File: src/rtl/mips_pkg.sv
// mips_pkg: shared register-file defaults (data width, address width, hardwired-zero register index)
package mips_pkg;
  localparam int DATA_W_DEF = 32;
  localparam int ADDR_W_DEF = 5;
  localparam logic [4:0] REG_ZERO = 5'd0;
endpackage

File: src/rtl/regfile_rd_port.sv
// regfile_rd_port: one read port; stored-value mux, priority bypass of same-cycle writes, zero-register and reset gating to 0
module regfile_rd_port
  import mips_pkg::*;
#(
  parameter int DATA_W   = DATA_W_DEF,
  parameter int ADDR_W   = ADDR_W_DEF,
  parameter int NUM_WR   = 1,
  parameter int ZERO_REG = 1,
  parameter int BYPASS   = 1
) (
  input  logic                                reset,
  input  logic [ADDR_W-1:0]                   addr,
  input  logic [2**ADDR_W-1:0][DATA_W-1:0]    mem,
  input  logic [NUM_WR-1:0]                   wr_en,
  input  logic [NUM_WR*ADDR_W-1:0]            wr_addr,
  input  logic [NUM_WR*DATA_W-1:0]            wr_data,
  output logic [DATA_W-1:0]                   data
);
  logic [DATA_W-1:0] fwd;
  always_comb begin
    fwd = mem[addr];
    for (int w = 0; w < NUM_WR; w++)
      if (BYPASS != 0 && wr_en[w] && wr_addr[w*ADDR_W +: ADDR_W] == addr) fwd = wr_data[w*DATA_W +: DATA_W];
    data = (reset || (ZERO_REG != 0 && addr == ADDR_W'(REG_ZERO))) ? '0 : fwd;
  end
endmodule

File: src/rtl/regfile_mp_bypass.sv
// regfile_mp_bypass: multi-port register file (clk, async reset, rd_addr/rd_data x NUM_RD, wr_en/wr_addr/wr_data x NUM_WR, registered wr_conflict)
module regfile_mp_bypass
  import mips_pkg::*;
#(
  parameter int DATA_W   = DATA_W_DEF,
  parameter int ADDR_W   = ADDR_W_DEF,
  parameter int NUM_RD   = 2,
  parameter int NUM_WR   = 1,
  parameter int ZERO_REG = 1,
  parameter int BYPASS   = 1
) (
  input  logic                     clk,
  input  logic                     reset,
  input  logic [NUM_RD*ADDR_W-1:0] rd_addr,
  output logic [NUM_RD*DATA_W-1:0] rd_data,
  input  logic [NUM_WR-1:0]        wr_en,
  input  logic [NUM_WR*ADDR_W-1:0] wr_addr,
  input  logic [NUM_WR*DATA_W-1:0] wr_data,
  output logic                     wr_conflict
);
  logic [2**ADDR_W-1:0][DATA_W-1:0] mem;
  logic conflict;
  always_comb begin
    conflict = 1'b0;
    for (int i = 0; i < NUM_WR; i++)
      for (int j = i + 1; j < NUM_WR; j++)
        if (wr_en[i] && wr_en[j] && wr_addr[i*ADDR_W +: ADDR_W] == wr_addr[j*ADDR_W +: ADDR_W]) conflict = 1'b1;
  end
  always_ff @(posedge clk or posedge reset)
    if (reset) begin
      mem         <= '0;
      wr_conflict <= 1'b0;
    end else begin
      for (int w = 0; w < NUM_WR; w++)
        if (wr_en[w] && !(ZERO_REG != 0 && wr_addr[w*ADDR_W +: ADDR_W] == ADDR_W'(REG_ZERO)))
          mem[wr_addr[w*ADDR_W +: ADDR_W]] <= wr_data[w*DATA_W +: DATA_W];
      wr_conflict <= conflict;
    end
  genvar p;
  generate
    for (p = 0; p < NUM_RD; p++) begin : g_rd
      regfile_rd_port #(
        .DATA_W(DATA_W), .ADDR_W(ADDR_W), .NUM_WR(NUM_WR), .ZERO_REG(ZERO_REG), .BYPASS(BYPASS)
      ) u_rd (
        .reset  (reset),
        .addr   (rd_addr[p*ADDR_W +: ADDR_W]),
        .mem    (mem),
        .wr_en  (wr_en),
        .wr_addr(wr_addr),
        .wr_data(wr_data),
        .data   (rd_data[p*DATA_W +: DATA_W])
      );
    end
  endgenerate
endmodule

File: config.mk
export PLATFORM = sky130hd
export DESIGN_NAME = regfile_mp_bypass
export DESIGN_NICKNAME = d
export VERILOG_FILES = /design/src/rtl/mips_pkg.sv /design/src/rtl/regfile_rd_port.sv /design/src/rtl/regfile_mp_bypass.sv
export SDC_FILE = /design/constraint.sdc
export NUM_CORES = 2
export LEC_CHECK = 0
export CAP_MARGIN = 20
export CELL_PAD_IN_SITES_DETAIL_PLACEMENT = 1
export CELL_PAD_IN_SITES_GLOBAL_PLACEMENT = 2
export CORE_MARGIN = 4
export CORE_UTILIZATION = 35
export CTS_BUF_LIST = sky130_fd_sc_hd__clkbuf_4
export DETAILED_ROUTE_END_ITERATION = 10
export PLACE_DENSITY = 0.73
export SLEW_MARGIN = 20
export SYNTH_ARGS = -nofsm -noshare
export SYNTH_HDL_FRONTEND = slang
export SYNTH_SLANG_ARGS = --single-unit
export TNS_END_PERCENT = 50
File: constraint.sdc
create_clock -name clk -period 73.9 [get_ports clk]
set_input_delay 22.17 -clock clk [delete_from_list [all_inputs] [get_ports clk]]
set_output_delay 22.17 -clock clk [all_outputs]
set_load 0.005 [all_outputs]
Yosys cells after proc, flatten, opt, wreduce, memory -nomap -nowiden
Index checks and enable logic that the tools add are counted.
Widths: inputs -> output; s select.
{ "word_totals": {"inputBits": 50, "output_inout_bits": 65, "regBits": 1024, "elab_cells": 59} }
{ "op_classes": {"muxes": 11, "reduce_logical": 10, "order_cmp": 4, "n_eq_ne": 2} }
{ "op_table": {"columns": ["op", "count"], "rows": [
  ["$bwmux 1024", 1],
  ["$bmux 32 s5", 2],
  ["$mux 32", 7],
  ["$demux 32 s5", 1],
  ["$lt 5x6->1 const B", 3],
  ["$logic_not 5->1", 3],
  ["$eq 5x5->1", 2],
  ["$ge 5x1->1 const B", 1],
  ["$logic_and 1x1->1", 4],
  ["$logic_or 1x1->1", 2],
  ["$logic_not 1->1", 1]
]} }

Depth between registers and ports, before layout
{ "depth": {"word_depth": 5, "depth_mapped": 9, "depth_no_buf": 5} }

Cells and area by module
Synthesis repeated with hierarchy kept, for this count alone.
{ "unflattened": {"cells_unflattened": 3904, "area_unflattened_um2": 55687.2} }
{ "by_module_without_submodules": {"columns": ["mod", "seq_area_each_um2", "cells_each", "area_per_inst_um2", "instances"], "rows": [
  ["regfile_mp_bypass", 25624.6, 2290, 38295.5, 1],
  ["regfile_rd_port", 0.0, 807, 8695.8, 2]
]} }

Least setup slack after synthesis
No wires, ideal clock.
{ "synth_timing": {"path_kind": "input to output", "startpoint": "in reset", "endpoint": "out rd_data[32]", "n_path_buf": 1, "required_ns": 51.730, "t_arrival_ns": 47.390, "setup_slack_ns": 4.340, "stages": 5, "cell_sequence": "inv_1 > nand2_1 > nor2_1 > buf_2 > a211o_1"} }
{ "synth_between": {"elab_chain_cells": 2} }
{ "synth_lines": {"columns": ["item", "line_no", "source"], "rows": [
  ["from (decl)", "regfile_mp_bypass.sv:13", "input logic reset,"],
  ["$logic_or 1x1->1", "regfile_rd_port.sv:24", "data = (reset || (ZERO_REG != 0 && addr == ADDR_W'(REG_ZERO))) ? '0 : fwd;"],
  ["$mux 32", "regfile_rd_port.sv:24", null],
  ["to (decl)", "regfile_mp_bypass.sv:15", "output logic [NUM_RD*DATA_W-1:0] rd_data,"]
]} }
Every way passes these cells.

Final worst setup path
{ "layout_timing": {"startpoint": "in rd_addr[0]", "endpoint": "out rd_data[31]"} }
{ "layout_between": {"elab_chain_cells": 4, "elab_cells_between_ends": 8, "classes_between": "eq/ne (1); mux (4); reduce/logical (3)"} }
{ "layout_lines": {"columns": ["item", "line_no", "source"], "rows": [
  ["from (decl)", "regfile_mp_bypass.sv:14", "input logic [NUM_RD*ADDR_W-1:0] rd_addr,"],
  ["$bmux 32 s5 or $eq 5x5->1 (tied branches)", "regfile_rd_port.sv:21, regfile_rd_port.sv:23", null],
  ["$mux 32 (implied by the code) or $logic_and 1x1->1 (tied branches)", "regfile_rd_port.sv:21, regfile_rd_port.sv:23", null],
  ["$mux 32", "regfile_rd_port.sv:23", "if (BYPASS != 0 && wr_en[w] && wr_addr[w*ADDR_W +: ADDR_W] == addr) fwd = wr_data[w*DATA_W +: DATA_W];"],
  ["$mux 32 *", "regfile_rd_port.sv:24", null]
]} }
Mark *: on every way between the ends. The rest lies on a longest branch, timed or not. The select of a mux whose other input is x is not followed.

==> impl_metrics.toml <==
[timing]
drv_slew = 0
fin_worst_skew_ns = 0
rsz0062_at_grt = "false"
period_share_pct = 66.5
finalHoldViolCount = 0
fin_hold_ws_ns = 0.400
fmax_mhz = 20.3
relSlewSlack_pct = 24.9
final.setup.tns_ns = 0
layout_min_cycle_time_ns = 49.18
setup_violations = 0
worst_slew_pin_slew_ns = 1.13

[critical_path]
crit_required_ns = 51.73
crit_path_end_kind = "output port"
start_kind = "input port"
arrival_ns = 27.01
crit_type = "in -> out"
crit_fanout = 80

[global_routing]
grt_pass1_vias = 41400
grt_pass1_wl_um = 292000
grt_use_total_pct = 24.0
grt_max_degree = 177
antenna_found_initial = 8
grt_overflow = 0

[layout]
fillers = 16400
largest-register = "mem"
drive_gt1_share_pct = 43.5
reg.largest.list = "mem: 1024 flops"
seq_area_mm2 = 0.0256
multi_input_area_mm2 = 0.0279
post-route-cell-area_mm2 = 0.0621
final_common_cell = "dfrtp_1"
final_cell_mix = "dfrtp_1 (1024), mux2_2 (992), mux2i_1 (500)"
synthToLayoutAreaGrowth_pct = 11.6
fin_nets = 4223
largest_register_ffs = 1024

[detailed_routing]
first_pass_iters = 5
drt-total-wl_um = 200000
wl_per_cell_um = 30.9
via_per_inst = 6.02
drt-initial-drc-count = 3123
drcViolationCount = 0
ant_nets = 0
via_count = 38800

[clock_network]
htree_levels = 5
cts_tree = "built"
ctsHoldBuffers = 0
root_buffer = "clkbuf_4"
clock_latency_ns = 1.27
postCtsSetupRepairBufs = 0
post_cts_resized = 0
clock-sinks = 1024
cts_buffers = 299
clockBufferDepth = 4
clk_pin_slew_ns = 0.06

[floorplanning]
die_x_um = 407
die-area_mm2 = 0.165
die_h_um = 407
fp-row-count = 146
core-area_mm2 = 0.158
start_util_pct = 35.2
io_pins = 115

[synth]
synth_cell_type_count = 47
yosysSeqAreaShare_pct = 46.1
synth-edff-count = 0
synth_area_per_cell_um2 = 13.6
yosysWarnings = 0
syn_inst = 4093
synth_nets = 4143
ys_ff_latch = 1024
synth_area_mm2 = 0.0556
synth_flop_cell = "dfrtp_1"
async_flop_share_pct = 100

[pwr]
swShare_pct = 29.7
power_frac_seq_pct = 46.4
p_leak_nw = 27.3
peakVddDrop_v = 0.0000177
clkPwrFrac_pct = 33.0
p_total_w = 0.00161
power.switching_w = 0.000478
p_per_area_mw_per_mm2 = 25.9
p_comb_share_pct = 20.6
internal-power_w = 0.00113

[status]
run_status = "finished, final reports clean"

[worst_hold_path]
min-delay-path-class = "reg -> reg"

[placed_design]
io_buffers = 113
gp_congestion = 0.773
dpl_cell_area_mm2 = 0.0585
hpwl_um = 112000

[job]
cap_violations = 0
==> kinds of logic after synthesis <==
group	Yosys count	share of synthesized area, %
AO/OA/AOI/OAI	634	8.35
AND/OR/NAND/NOR	175	1.56
flip-flops	1024	46.1
buffers and inverters	494	4.14
multiplexers	1755	39.7
other	1	0.00674
XOR/XNOR	10	0.157
==> cell type report <==
type | count | area share (%)
Inverter | 35 | 0.232
Sequential cell | 1024 | 41.3
Timing Repair Buffer | 238 | 3.47
Tap cell | 2072 | 4.18
Clock inverter | 70 | 0.611
Clock buffer | 427 | 5.16
Multi-Input combinational cell | 2575 | 45.0
Antenna cell | 10 | 0.0403
==> power groups by stage <==
stage	sequential (W)	combinational, W	clock [W]
2_1_floorplan	0.000731	0.000255	0
3_3_place_gp	0.000748	0.000322	0
3_5_place_dp	0.000755	0.000331	0
4_1_cts	0.000745	0.000332	0.000549
5_1_grt	0.000761	0.000357	0.000580
6_report	0.000747	0.000331	0.000532
==> per-layer routing <==
layer | vias up | wire, um | GRT usage (%)
li1 | 16100 | - | -
met1 | 21000 | 86000 | 32.2
met2 | 1349 | 93900 | 38.6
met3 | 390 | 12800 | 4.85
met4 | 4 | 6780 | 8.67
met5 | - | 27 | 0
==> path summary, 6_finish.rpt <==
check	startpoint	to	slack, ns	depth (start not counted)
min in group asynchronous	reset	mem[881]$_DFFE_PP0P_	21.45	2
max	rd_addr[0]	rd_data[31]	24.72	10
min reg2reg	mem[12]$_DFFE_PP0P_	mem[12]$_DFFE_PP0P_	0.40	0
max reg2reg	mem[390]$_DFFE_PP0P_	mem[390]$_DFFE_PP0P_	73.09	1
max in group asynchronous	reset	mem[951]$_DFFE_PP0P_	49.30	5
min	mem[12]$_DFFE_PP0P_	mem[12]$_DFFE_PP0P_	0.40	0
==> cells in the mapped netlist (2+ instances only) <==
| cell | n | area (um2) |
|---|---|---|
| a211o_1 | 31 | 272 |
| a21o_1 | 32 | 240 |
| a21oi_1 | 94 | 470 |
| a221o_1 | 30 | 300 |
| a221oi_1 | 158 | 1380 |
| a22o_1 | 31 | 272 |
| a22oi_1 | 63 | 473 |
| buf_1 | 66 | 248 |
| buf_2 | 87 | 435 |
| buf_4 | 53 | 398 |
| buf_6 | 18 | 203 |
| clkbuf_1 | 234 | 878 |
| dfrtp_1 | 1024 | 25600 |
| inv_1 | 34 | 128 |
| mux2_2 | 992 | 11200 |
| mux2i_1 | 500 | 5000 |
| mux4_2 | 263 | 5920 |
| nand2_1 | 54 | 203 |
| nand2b_1 | 32 | 200 |
| nand3_1 | 7 | 35.0 |
| nand3b_1 | 4 | 30.0 |
| nand4_1 | 2 | 12.5 |
| nor2_1 | 23 | 86.3 |
| nor2b_1 | 3 | 18.8 |
| nor3_1 | 36 | 180 |
| nor3b_1 | 5 | 37.5 |
| o2111a_1 | 2 | 22.5 |
| o211ai_1 | 33 | 248 |
| o21ai_0 | 93 | 465 |
| o221ai_1 | 30 | 263 |
| o22ai_1 | 32 | 200 |
| or2_2 | 3 | 18.8 |
| xnor2_1 | 10 | 87.6 |
==> critical path: stages <==
cell and delay, ns:
buf_8 0.59, buf_12 0.54, buf_4 0.78, buf_4 0.72
mux2i_1 0.16, a221oi_1 0.39, o21ai_0 0.15, a21o_1 0.22
o211ai_1 0.36, clkdlybuf4s50_1 0.64
==> per-stage QoR <==
| step | instances | util (%) | worst slack [ns] |
|---|---|---|---|
| 2_1_floorplan | 4093 | - | 4.34 |
| 3_3_place_gp | 5940 | 36.9 | 24.79 |
| 3_5_place_dp | 5943 | 37.0 | 24.73 |
| 4_1_cts | 6440 | 39.2 | 24.71 |
| 5_1_grt | 6445 | 39.2 | 24.46 |
| 6_report | 6451 | 39.2 | 24.72 |
(Power assumes the default switching activity.)
